$ cat src/rtl/pipe_sub_pkg.sv
// Shared types and the 4-bit borrow-lookahead kernel for the pipelined subtractor.
// The stage record is sized for PIPE_NSLICE slices; the top's NSLICE must match it.
package pipe_sub_pkg;

  localparam int unsigned SLICE_W     = 4;
  localparam int unsigned PIPE_NSLICE = 4;
  localparam int unsigned PIPE_W      = SLICE_W * PIPE_NSLICE;

  typedef struct packed {
    logic              valid;
    logic [PIPE_W-1:0] diff_done;
    logic [PIPE_W-1:0] a_rem;
    logic [PIPE_W-1:0] b_rem;
    logic              borrow;
    logic              sign_a;
    logic              sign_b;
  } stage_t;

  // Returns {d[3:0], bout}; every borrow is a flat sum of products, nothing ripples.
  function automatic logic [SLICE_W:0] slice_sub(
    input logic [SLICE_W-1:0] a,
    input logic [SLICE_W-1:0] b,
    input logic               bin
  );
    logic [SLICE_W-1:0] g;
    logic [SLICE_W-1:0] p;
    logic [SLICE_W:1]   c;
    g    = ~a & b;
    p    = ~(a ^ b);
    c[1] = g[0] | (p[0] & bin);
    c[2] = g[1] | (p[1] & g[0]) | (p[1] & p[0] & bin);
    c[3] = g[2] | (p[2] & g[1]) | (p[2] & p[1] & g[0]) | (p[2] & p[1] & p[0] & bin);
    c[4] = g[3] | (p[3] & g[2]) | (p[3] & p[2] & g[1]) | (p[3] & p[2] & p[1] & g[0])
         | (p[3] & p[2] & p[1] & p[0] & bin);
    return {a ^ b ^ {c[3:1], bin}, c[4]};
  endfunction

endpackage

$ cat src/rtl/pipelined_cla_subtractor_bla4_slice.sv
// Combinational 4-bit borrow-lookahead slice: d = a - b - bin, bout = slice borrow-out.
module bla4_slice
  import pipe_sub_pkg::*;
(
  input  logic [SLICE_W-1:0] a,
  input  logic [SLICE_W-1:0] b,
  input  logic               bin,
  output logic [SLICE_W-1:0] d,
  output logic               bout
);

  logic [SLICE_W:0] res;

  assign res  = slice_sub(a, b, bin);
  assign d    = res[SLICE_W:1];
  assign bout = res[0];

endmodule

$ cat src/rtl/pipelined_cla_subtractor.sv
// Pipelined WIDTH-bit subtractor, one borrow-lookahead slice per stage, valid/ready stream.
// Optional ovf/zero flag ports are built when PIPE_SUB_FLAGS_EN is defined.
module pipelined_cla_subtractor
  import pipe_sub_pkg::*;
#(
  parameter  int unsigned NSLICE = PIPE_NSLICE,
  localparam int unsigned WIDTH  = SLICE_W * NSLICE
) (
  input  logic             clk,
  input  logic             rst_n,
  input  logic             in_valid,
  output logic             in_ready,
  input  logic [WIDTH-1:0] a,
  input  logic [WIDTH-1:0] b,
  input  logic             borrow_in,
  output logic             out_valid,
  input  logic             out_ready,
  output logic [WIDTH-1:0] diff,
  output logic             borrow_out
`ifdef PIPE_SUB_FLAGS_EN
  ,
  output logic             ovf,
  output logic             zero
`endif
);

  stage_t st [NSLICE];
  logic   adv;
  logic   unused;

  assign adv      = ~st[NSLICE-1].valid | out_ready;
  assign in_ready = adv;

  for (genvar k = 0; k < NSLICE; k++) begin : g_stage
    stage_t             prv;
    stage_t             nxt;
    logic [SLICE_W-1:0] sd;
    logic               sbout;

    if (k == 0) begin : g_head
      // adv doubles as in_ready, so in_valid alone is the accepted-beat flag here.
      always_comb begin
        prv        = '0;
        prv.valid  = in_valid;
        prv.a_rem  = a;
        prv.b_rem  = b;
        prv.borrow = borrow_in;
`ifdef PIPE_SUB_FLAGS_EN
        prv.sign_a = a[WIDTH-1];
        prv.sign_b = b[WIDTH-1];
`endif
      end
    end else begin : g_body
      assign prv = st[k-1];
    end

    bla4_slice u_slice (
      .a    (prv.a_rem[SLICE_W*k +: SLICE_W]),
      .b    (prv.b_rem[SLICE_W*k +: SLICE_W]),
      .bin  (prv.borrow),
      .d    (sd),
      .bout (sbout)
    );

    always_comb begin
      nxt                                   = prv;
      nxt.diff_done[SLICE_W*k +: SLICE_W] = sd;
      nxt.borrow                            = sbout;
    end

    always_ff @(posedge clk) begin
      if (!rst_n) begin
        st[k] <= '0;
      end else if (adv) begin
        st[k] <= nxt;
      end
    end
  end

  assign out_valid  = st[NSLICE-1].valid;
  assign diff       = st[NSLICE-1].diff_done;
  assign borrow_out = st[NSLICE-1].borrow;

`ifdef PIPE_SUB_FLAGS_EN
  assign ovf    = (st[NSLICE-1].sign_a ^ st[NSLICE-1].sign_b) & (diff[WIDTH-1] ^ st[NSLICE-1].sign_a);
  // Gated by out_valid so the reset-cleared diff does not report zero.
  assign zero   = out_valid & ~|diff;
  assign unused = ^{st[NSLICE-1].a_rem, st[NSLICE-1].b_rem};
`else
  assign unused = ^{st[NSLICE-1].a_rem, st[NSLICE-1].b_rem,
                    st[NSLICE-1].sign_a, st[NSLICE-1].sign_b};
`endif

endmodule

$ cat config.mk
export PLATFORM = sky130hd
export DESIGN_NAME = pipelined_cla_subtractor
export DESIGN_NICKNAME = d
export VERILOG_FILES = /design/src/rtl/pipe_sub_pkg.sv /design/src/rtl/pipelined_cla_subtractor_bla4_slice.sv /design/src/rtl/pipelined_cla_subtractor.sv
export SDC_FILE = /design/constraint.sdc
export NUM_CORES = 1
export LEC_CHECK = 0
export ABC_AREA = 1
export CORE_AREA = 2 2 112 104
export DETAILED_ROUTE_END_ITERATION = 8
export DIE_AREA = 0 0 114 106
export GPL_TIMING_DRIVEN = 0
export PLACE_DENSITY = 0.67
export SLEW_MARGIN = 20
export SYNTH_ARGS = -nofsm -noshare
export SYNTH_HDL_FRONTEND = slang
export SYNTH_SLANG_ARGS = --single-unit
$ cat constraint.sdc
create_clock -name clk -period 3.65 [get_ports clk]
set_input_delay 0.365 -clock clk [delete_from_list [all_inputs] [get_ports clk]]
set_output_delay 0.365 -clock clk [all_outputs]
set_load 0.05 [all_outputs]
## Yosys cells after proc, flatten, opt, wreduce, memory -nomap -nowiden

Memories as Yosys holds them, arrays and structs flattened.
Index checks and enable logic that the tools add are counted.
W data, S select, Z words.

- Flip-flop bits (word level): 0
- Memory bits (writable): 208
- Input port bits: 37
- Output and inout bits: 19
- Memories kept: 1

Memory list:

| name | words | bits a word | read ports | clocked after Yosys merged registers in | write ports | RTL line | source |
|---|---|---|---|---|---|---|---|
| st | 4 | 52 | 4 | 0 | 4 | pipelined_cla_subtractor.sv:27 | `stage_t st [NSLICE];` |

- Multiplexer cells: 8
- Bitwise logic cells: 130

Operator list:

| kind | count |
|---|---|
| $mux W52 | 4 |
| $and A1 B1 Y1 | 64 |
| $or A1 B1 Y1 | 45 |
| $not A4 Y4 | 8 |
| $xor A4 B4 Y4 | 8 |
| $and A4 B4 Y4 | 4 |
| $mux W1 | 4 |
| $not A1 Y1 | 1 |

## Depth between registers and ports, before layout

Gate-level depths: netlist (run 1).
An unclocked memory read counts as a cell.

- Depth after elaboration: 9
- Gate-level depth with buffers: 9
- Mapped depth without buffers: 9

## Hierarchy

Synthesis (run 1) repeated with hierarchy kept, for this count alone.

- Cells, all modules: 458
- Area, all modules: 4822.1 µm²

Modules (own cells, without submodules):

| module | times used | cells an instance | area each (µm²) | sequential area each (µm²) |
|---|---|---|---|---|
| pipelined_cla_subtractor | 1 | 302 | 3821.2 | 2882.8 |
| bla4_slice | 4 | 39 | 250.2 | 0.0 |

## Least setup slack after synthesis (run 1)

Ideal clock, no wire load.

- Path type: register to register
- Start: memory st[3][51] (netlist name)
- End: memory st[0][10] (netlist name), enable pin
- Setup time: 1145 ps
- Arrival time: 2948 ps
- Data required time: 2505 ps
- Path slack: -443 ps
- Cell stages (with the launch flop): 2
- Path buffers: 0
- Clock period less this slack: 4093 ps
- Path through: edfxtp_1 -> nand3_1

RTL lines:

| item | RTL line |
|---|---|
| from (decl) | pipelined_cla_subtractor.sv:27 |

## Worst setup path in the final report (run 1)

- Start: input out_ready
- End: output in_ready

- Longest elaborated chain between the ends: 1

RTL lines:

| item | RTL line | source |
|---|---|---|
| from (decl) | pipelined_cla_subtractor.sv:17 | `input logic out_ready,` |
| $or A1 B1 Y1 | pipelined_cla_subtractor.sv:31 | `assign adv = ~st[NSLICE-1].valid \| out_ready;` |
| to (decl) | pipelined_cla_subtractor.sv:12 | `output logic in_ready,` |

No other way between the ends.

==> run summary, run 1 <==
status = finished, final reports clean
critical path class = in2out
WP buf/inv = 3
Via Count = 2767
Slew Limit Fails = 0
core area = 11000 um2
Routed Antenna Nets = 0
mean post-synth cell area = 11.1 um2
most frequent cells in the layout = inv_1 (119), edfxtp_1 (96), clkdlybuf4s50_1 (55), nor2_2 (50), nor2_1 (43)
Die W = 114 um
worst hold-check slack = 0.543 ns
VDD IR-drop max = 0.211 mV
max FFs per register = 96
Mapped Area = 4700 um2
first-pass GRT wire length = 11.9 mm
Synth Instances = 424
DRT Pass-1 Iters = 4
crit path max-delay cell type = clkdlybuf4s50_1
Most flops, register = st
final setup vio count = 0
CP endpoint kind = primary output
worst-path fanout max = 3
Cell Pwr Density = 484 nW/um2
die height = 106 um
min-delay worst type = reg2reg
fillcell total = 980
fmax = 0.465 GHz
minimum clock period = 2.15 ns
total power = 2.81 mW
Synth Register Bits = 96
Distinct cells, synth = 22
input/output buffers = 55
layout cells sized above 1 = 18.1%
GR peak layer = met2
wire per inst = 10.8 um
cell taking the most area after synthesis = edfxtp_1
global route overflow = 0
Antenna diodes = 0
Hold Crit Start = st[0][37]$_SDFFCE_PN0P_
RR Startpoint = st[3][51]$_SDFFCE_PN0P_
worst setup margin = 1.50 ns
startpoint types = input port
H-tree depth = 3
most common cell after layout, fill and taps aside = inv_1
delay-heaviest family, CP = buffers and inverters
total CTS buffers = 9
clock latency on the worst-skew pair = 0.33 ns
Clock transition at path regs = 0.07 ns
Clock Sinks = 96
post-CTS resize count = 0
share of the synthesized area in the top cell type = 61.3%
DP HPWL = 4.82 mm
Sum Neg Setup Slack = 0 ns
die area = 12100 um2
largest net degree at the start of global routing = 45
met3 Track Usage GR = 3.02%
post-synth net total = 485
hold endpoint = st[1][37]$_SDFFCE_PN0P_
postcts setup bufs = 0
Clock Skews = 0.00779 ns
Rows = 37
post-DR vias/cell = 4.37
Placer Congestion = 0.712
Final Hold Fails = 0
Pleak = 2.52 nW
R2R cell count = 3
biggest regs = st x96
RSZ-0062 raised after global routing = false
M1 GR Usage = 15.0%
wirelength, routed = 6.84 mm
Layout area overhead = 23.7%
Nets = 553
worst slack, placed = 1.50 ns
Cell Chain, Critical Path = clkdlybuf4s50_1 -> inv_1 -> nand2_1 -> clkdlybuf4s50_1
RR Endpoint = st[1][33]$_SDFFCE_PN0P_
CP peak stage delay = 0.81 ns
Hold Path Stages = 2
Initial Util = 42.7%
IO Count = 56
arrival time at the worst endpoint = 1.79 ns
CP most frequent cell = clkdlybuf4s50_1
GR met2 Demand/Resource = 22.2%
Req. time, crit path = 3.28 ns
R2R setup slack = 2.02 ns
vias in the first global route = 2733
CTS tree = yes
yosys warns = 0
sequential share of the synthesized area = 61.3%
GRT Util Overall = 12.6%
Synth area leaders = edfxtp_1 (61%), inv_1 (9.5%), nor2_2 (6.6%)
initial antenna violation count = 0
Clock Tree Root = clkbuf_16
# DRC = 0
Least-Margin Pin Slew = 0.498 ns
cts hold-fix bufs = 0
initial DRC count = 114
clk buf depth = 2
Max-slew headroom = 66.7%
max-cap violations = 0
Tcrit/Tclk final = 58.9%
## layout make-up
| type | instances | area (um2) | area share (%) |
|---|---|---|---|
| Buffer | 10 | 97.6 | 1.68 |
| Timing Repair Buffer | 57 | 591 | 10.1 |
| Sequential cell | 96 | 2880 | 49.5 |
| Tap cell | 136 | 170 | 2.92 |
| Clock inverter | 6 | 113 | 1.94 |
| Inverter | 120 | 450 | 7.74 |
| Multi-Input combinational cell | 198 | 1290 | 22.1 |
| Clock buffer | 10 | 229 | 3.93 |
## through the flow
step / instance area, um2 / utilization [%] / std cells
3_5_place_dp: 5480 / 49.7 / 617
6_report: 5820 / 52.8 / 633
5_1_grt: 5820 / 52.8 / 633
3_3_place_gp: 5430 / 49.3 / 615
4_1_cts: 5820 / 52.8 / 633
2_1_floorplan: 4710 / - / 424
## tightest hold or removal path: stages, from the launching register on
cell	delay, ns
edfxtp_1	0.32
inv_1	0.04
nor2_2	0.08
## kinds of logic (layout without fill, tap and decap cells)
kind of cell,Yosys count,after routing,synth area share (%)
AOI/OAI and AO/OA,23,23,2.71
DFF,96,96,61.3
xor gates and xnor gates,4,4,0.745
and+or+nand+nor,147,147,16.6
adders and majority gates,24,24,7.02
buffers and inverters,130,203,11.6
## per-layer routing
metal | routed length [um] | part of all wire (%) | vias to the layer above
met2 | 3450 | 50 | 59
met4 | 82 | 1.2 | 0
met5 | 0 | 0 | -
met3 | 346 | 5.1 | 9
met1 | 2960 | 43 | 1248
li1 | - | - | 1451
## worst max path at each step
| stage | slack [ns] | endpoint | depth (start not counted) | from |
|---|---|---|---|---|
| after detailed placement | 1.50 | in_ready | 4 | out_ready |
| after floorplan | 0.79 | st[0][10]$_SDFFCE_PN0P_ | 1 | st[3][51]$_SDFFCE_PN0P_ |
| after global placement | 0.1 | st[3][44]$_SDFFCE_PN0P_ | 3 | out_ready |
| final | 1.50 | in_ready | 4 | out_ready |
| after CTS | 1.49 | in_ready | 4 | out_ready |
| after global routing | 1.43 | in_ready | 4 | out_ready |
## power breakdown
group          switching (mW)  internal (mW)  leakage (nW)  total, mW
logic                   0.246          0.171          1.22      0.417
clock network           0.390          0.673         0.167       1.06
registers              0.0253           1.31          1.14       1.33
## synthesized netlist by cell type, drive strengths merged
cell and instances:
and2 1, ha 20, inv 120, nand4 1, nand2 27, edfxtp 96, o21ai 5, a21boi 3
xnor2 4, fa 4, a31oi 1, a21oi 14, nand3 13, nor2 103, nand3b 2, buf 10
(Power assumes the default switching activity.)
==> run 2: changes to the inputs <==
- clock period: 3.65 -> 1.9 ns (I/O delays scaled with it)
==> run 2 against run 1 <==
Net effect:
- critical path depth shrank 3
- global-route usage grew 0.13 points
- routed wire length shrank 3.3%
- clock skew shrank 0.0015 ns
- via count shrank 2.1%
- combinational power grew 91%
- first-iteration DRC count shrank 19%
- power grew 79%
- count of clock-buffer cells in the layout shrank 1
- flip-flop and latch count is the same
- die area is the same
- register-to-register slack lost 1.7 ns
- critical endpoint is now out_valid
- highest routed layer unchanged
==> run summary, run 2 (synthesized netlist as in run 1, its figures left out) <==
Pleak = 2.49 nW
die height = 106 um
GR peak layer = met2
biggest regs = st x96
cts hold-fix bufs = 0
Slew Limit Fails = 0
startpoint types = register
Most flops, register = st
Clock transition at path regs = 0.07 ns
total CTS buffers = 9
fillcell total = 988
clk buf depth = 2
Placer Congestion = 0.735
global route overflow = 0
Clock Sinks = 96
Net Sw Power = 1.28 mW
Clock Tree Root = clkbuf_16
die area = 12100 um2
critical path class = reg2out
delay-heaviest family, CP = buffers and inverters
initial antenna violation count = 0
Final Hold Fails = 0
Req. time, crit path = 1.71 ns
Nets = 553
WP buf/inv = 1
Multi-input gate area = 1290 um2
placed cell areas = 5480 um2
fmax = 0.543 GHz
met3 Track Usage GR = 3.99%
Initial Util = 42.7%
Clock Skews = 0.00630 ns
max-cap violations = 0
layout cells sized above 1 = 18.3%
Finished Core Util = 52.2%
vias in the first global route = 2838
Reg area = 2880 um2
Max-slew headroom = 66.8%
Cell Int Power = 3.75 mW
wire per inst = 10.5 um
Rows = 37
H-tree depth = 3
most frequent cells in the layout = inv_1 (119), edfxtp_1 (96), clkdlybuf4s50_1 (54), nor2_2 (50), nor2_1 (43)
CTS tree = yes
Flop pwr share = 51.0%
input/output buffers = 55
most common cell after layout, fill and taps aside = inv_1
power share of the clock group = 33.2%
Cell Pwr Density = 874 nW/um2
GRT Util Overall = 12.7%
status = finished, final reports clean
wirelength, routed = 6.62 mm
DP HPWL = 4.86 mm
cell area after layout = 5760 um2
# DRC = 0
worst-path fanout max = 4
initial DRC count = 92
core area = 11000 um2
CP endpoint kind = primary output
minimum clock period = 1.84 ns
RSZ-0062 raised after global routing = false
GR met2 Demand/Resource = 22.7%
Cell Chain, Critical Path = clkdlybuf4s50_1
Routed Antenna Nets = 0
clock latency on the worst-skew pair = 0.34 ns
first-pass GRT wire length = 12.1 mm
Least-Margin Pin Slew = 0.497 ns
DRT Pass-1 Iters = 6
M1 GR Usage = 14.7%
Gate power share = 15.8%
Tcrit/Tclk final = 96.9%
postcts setup bufs = 0
IO Count = 56
Antenna diodes = 0
CP peak stage delay = 0.85 ns
post-DR vias/cell = 4.28
Die W = 114 um
Layout area overhead = 22.4%
largest net degree at the start of global routing = 45
min-delay worst type = in2reg
max FFs per register = 96
post-CTS resize count = 1
sw frac = 25.5%
Via Count = 2709
VDD IR-drop max = 0.450 mV
crit path max-delay cell type = clkdlybuf4s50_1
final setup vio count = 0
arrival time at the worst endpoint = 1.65 ns
Sum Neg Setup Slack = 0 ns
[run 2: cell count changes in the layout (fill, tap and decap cells not counted), sizes merged]
| cell | before | now |
|---|---|---|
| bufinv | 3 | 0 |
| clkinv | 1 | 3 |
| clkbuf | 10 | 9 |
| clkdlybuf4s50 | 55 | 54 |
| clkinvlp | 0 | 1 |
| dlygate4sd2 | 0 | 1 |
| inv | 122 | 123 |
[run 2: worst paths after layout]
check	from	to	depth (start not counted)	slack, ns
worst max-delay path	st[3][51]$_SDFFCE_PN0P_	out_valid	1	0.06
worst min register to register	st[1][35]$_SDFFCE_PN0P_	st[2][35]$_SDFFCE_PN0P_	2	0.55
worst min-delay path	b[10]	st[0][13]$_SDFFCE_PN0P_	3	0.49
worst max register to register	st[3][51]$_SDFFCE_PN0P_	st[3][42]$_SDFFCE_PN0P_	3	0.28
[run 2: metal layers]
layer	wire (um)	vias to the layer above
met5	0	-
met4	94	0
met3	288	6
met2	3350	48
met1	2880	1209
li1	-	1446
[run 2: layout make-up]
| type | instances | share of cell area (%) |
|---|---|---|
| well taps | 136 | 2.96 |
| plain buffers | 10 | 1.70 |
| inverters | 120 | 7.82 |
| repair buffers | 57 | 10.2 |
| multi-input cells | 198 | 22.3 |
| clock buffers | 9 | 3.91 |
| clock inverters | 7 | 0.956 |
| flip-flops and latches | 96 | 50.1 |
[run 2: power by group through the flow]
stage	Clock, mW	Combinational [mW]	Sequential, mW
2_1_floorplan	0	0.441	2.73
5_1_grt	1.81	0.894	2.58
3_5_place_dp	0	0.804	2.61
6_report	1.67	0.797	2.56
4_1_cts	1.71	0.807	2.57
3_3_place_gp	0	0.775	2.61
[run 2: metrics by stage]
step,total power [mW],worst slack (ns),hold WS [ns],cells
floorplan,3.17,-0.194,0.398,424
CTS,5.08,0.0439,0.485,633
finish,5.03,0.0595,0.492,633
detailed placement,3.42,0.0499,0.533,617
global route,5.29,0.0122,0.493,633
global placement,3.38,-0.452,0.531,615
==> run 3: changes to the inputs <==
- CAP_MARGIN: default -> 15
- TNS_END_PERCENT: default -> 30
==> results of run 3 <==
Same layout as run 2: the final DEF is identical, and so are final timing and power.
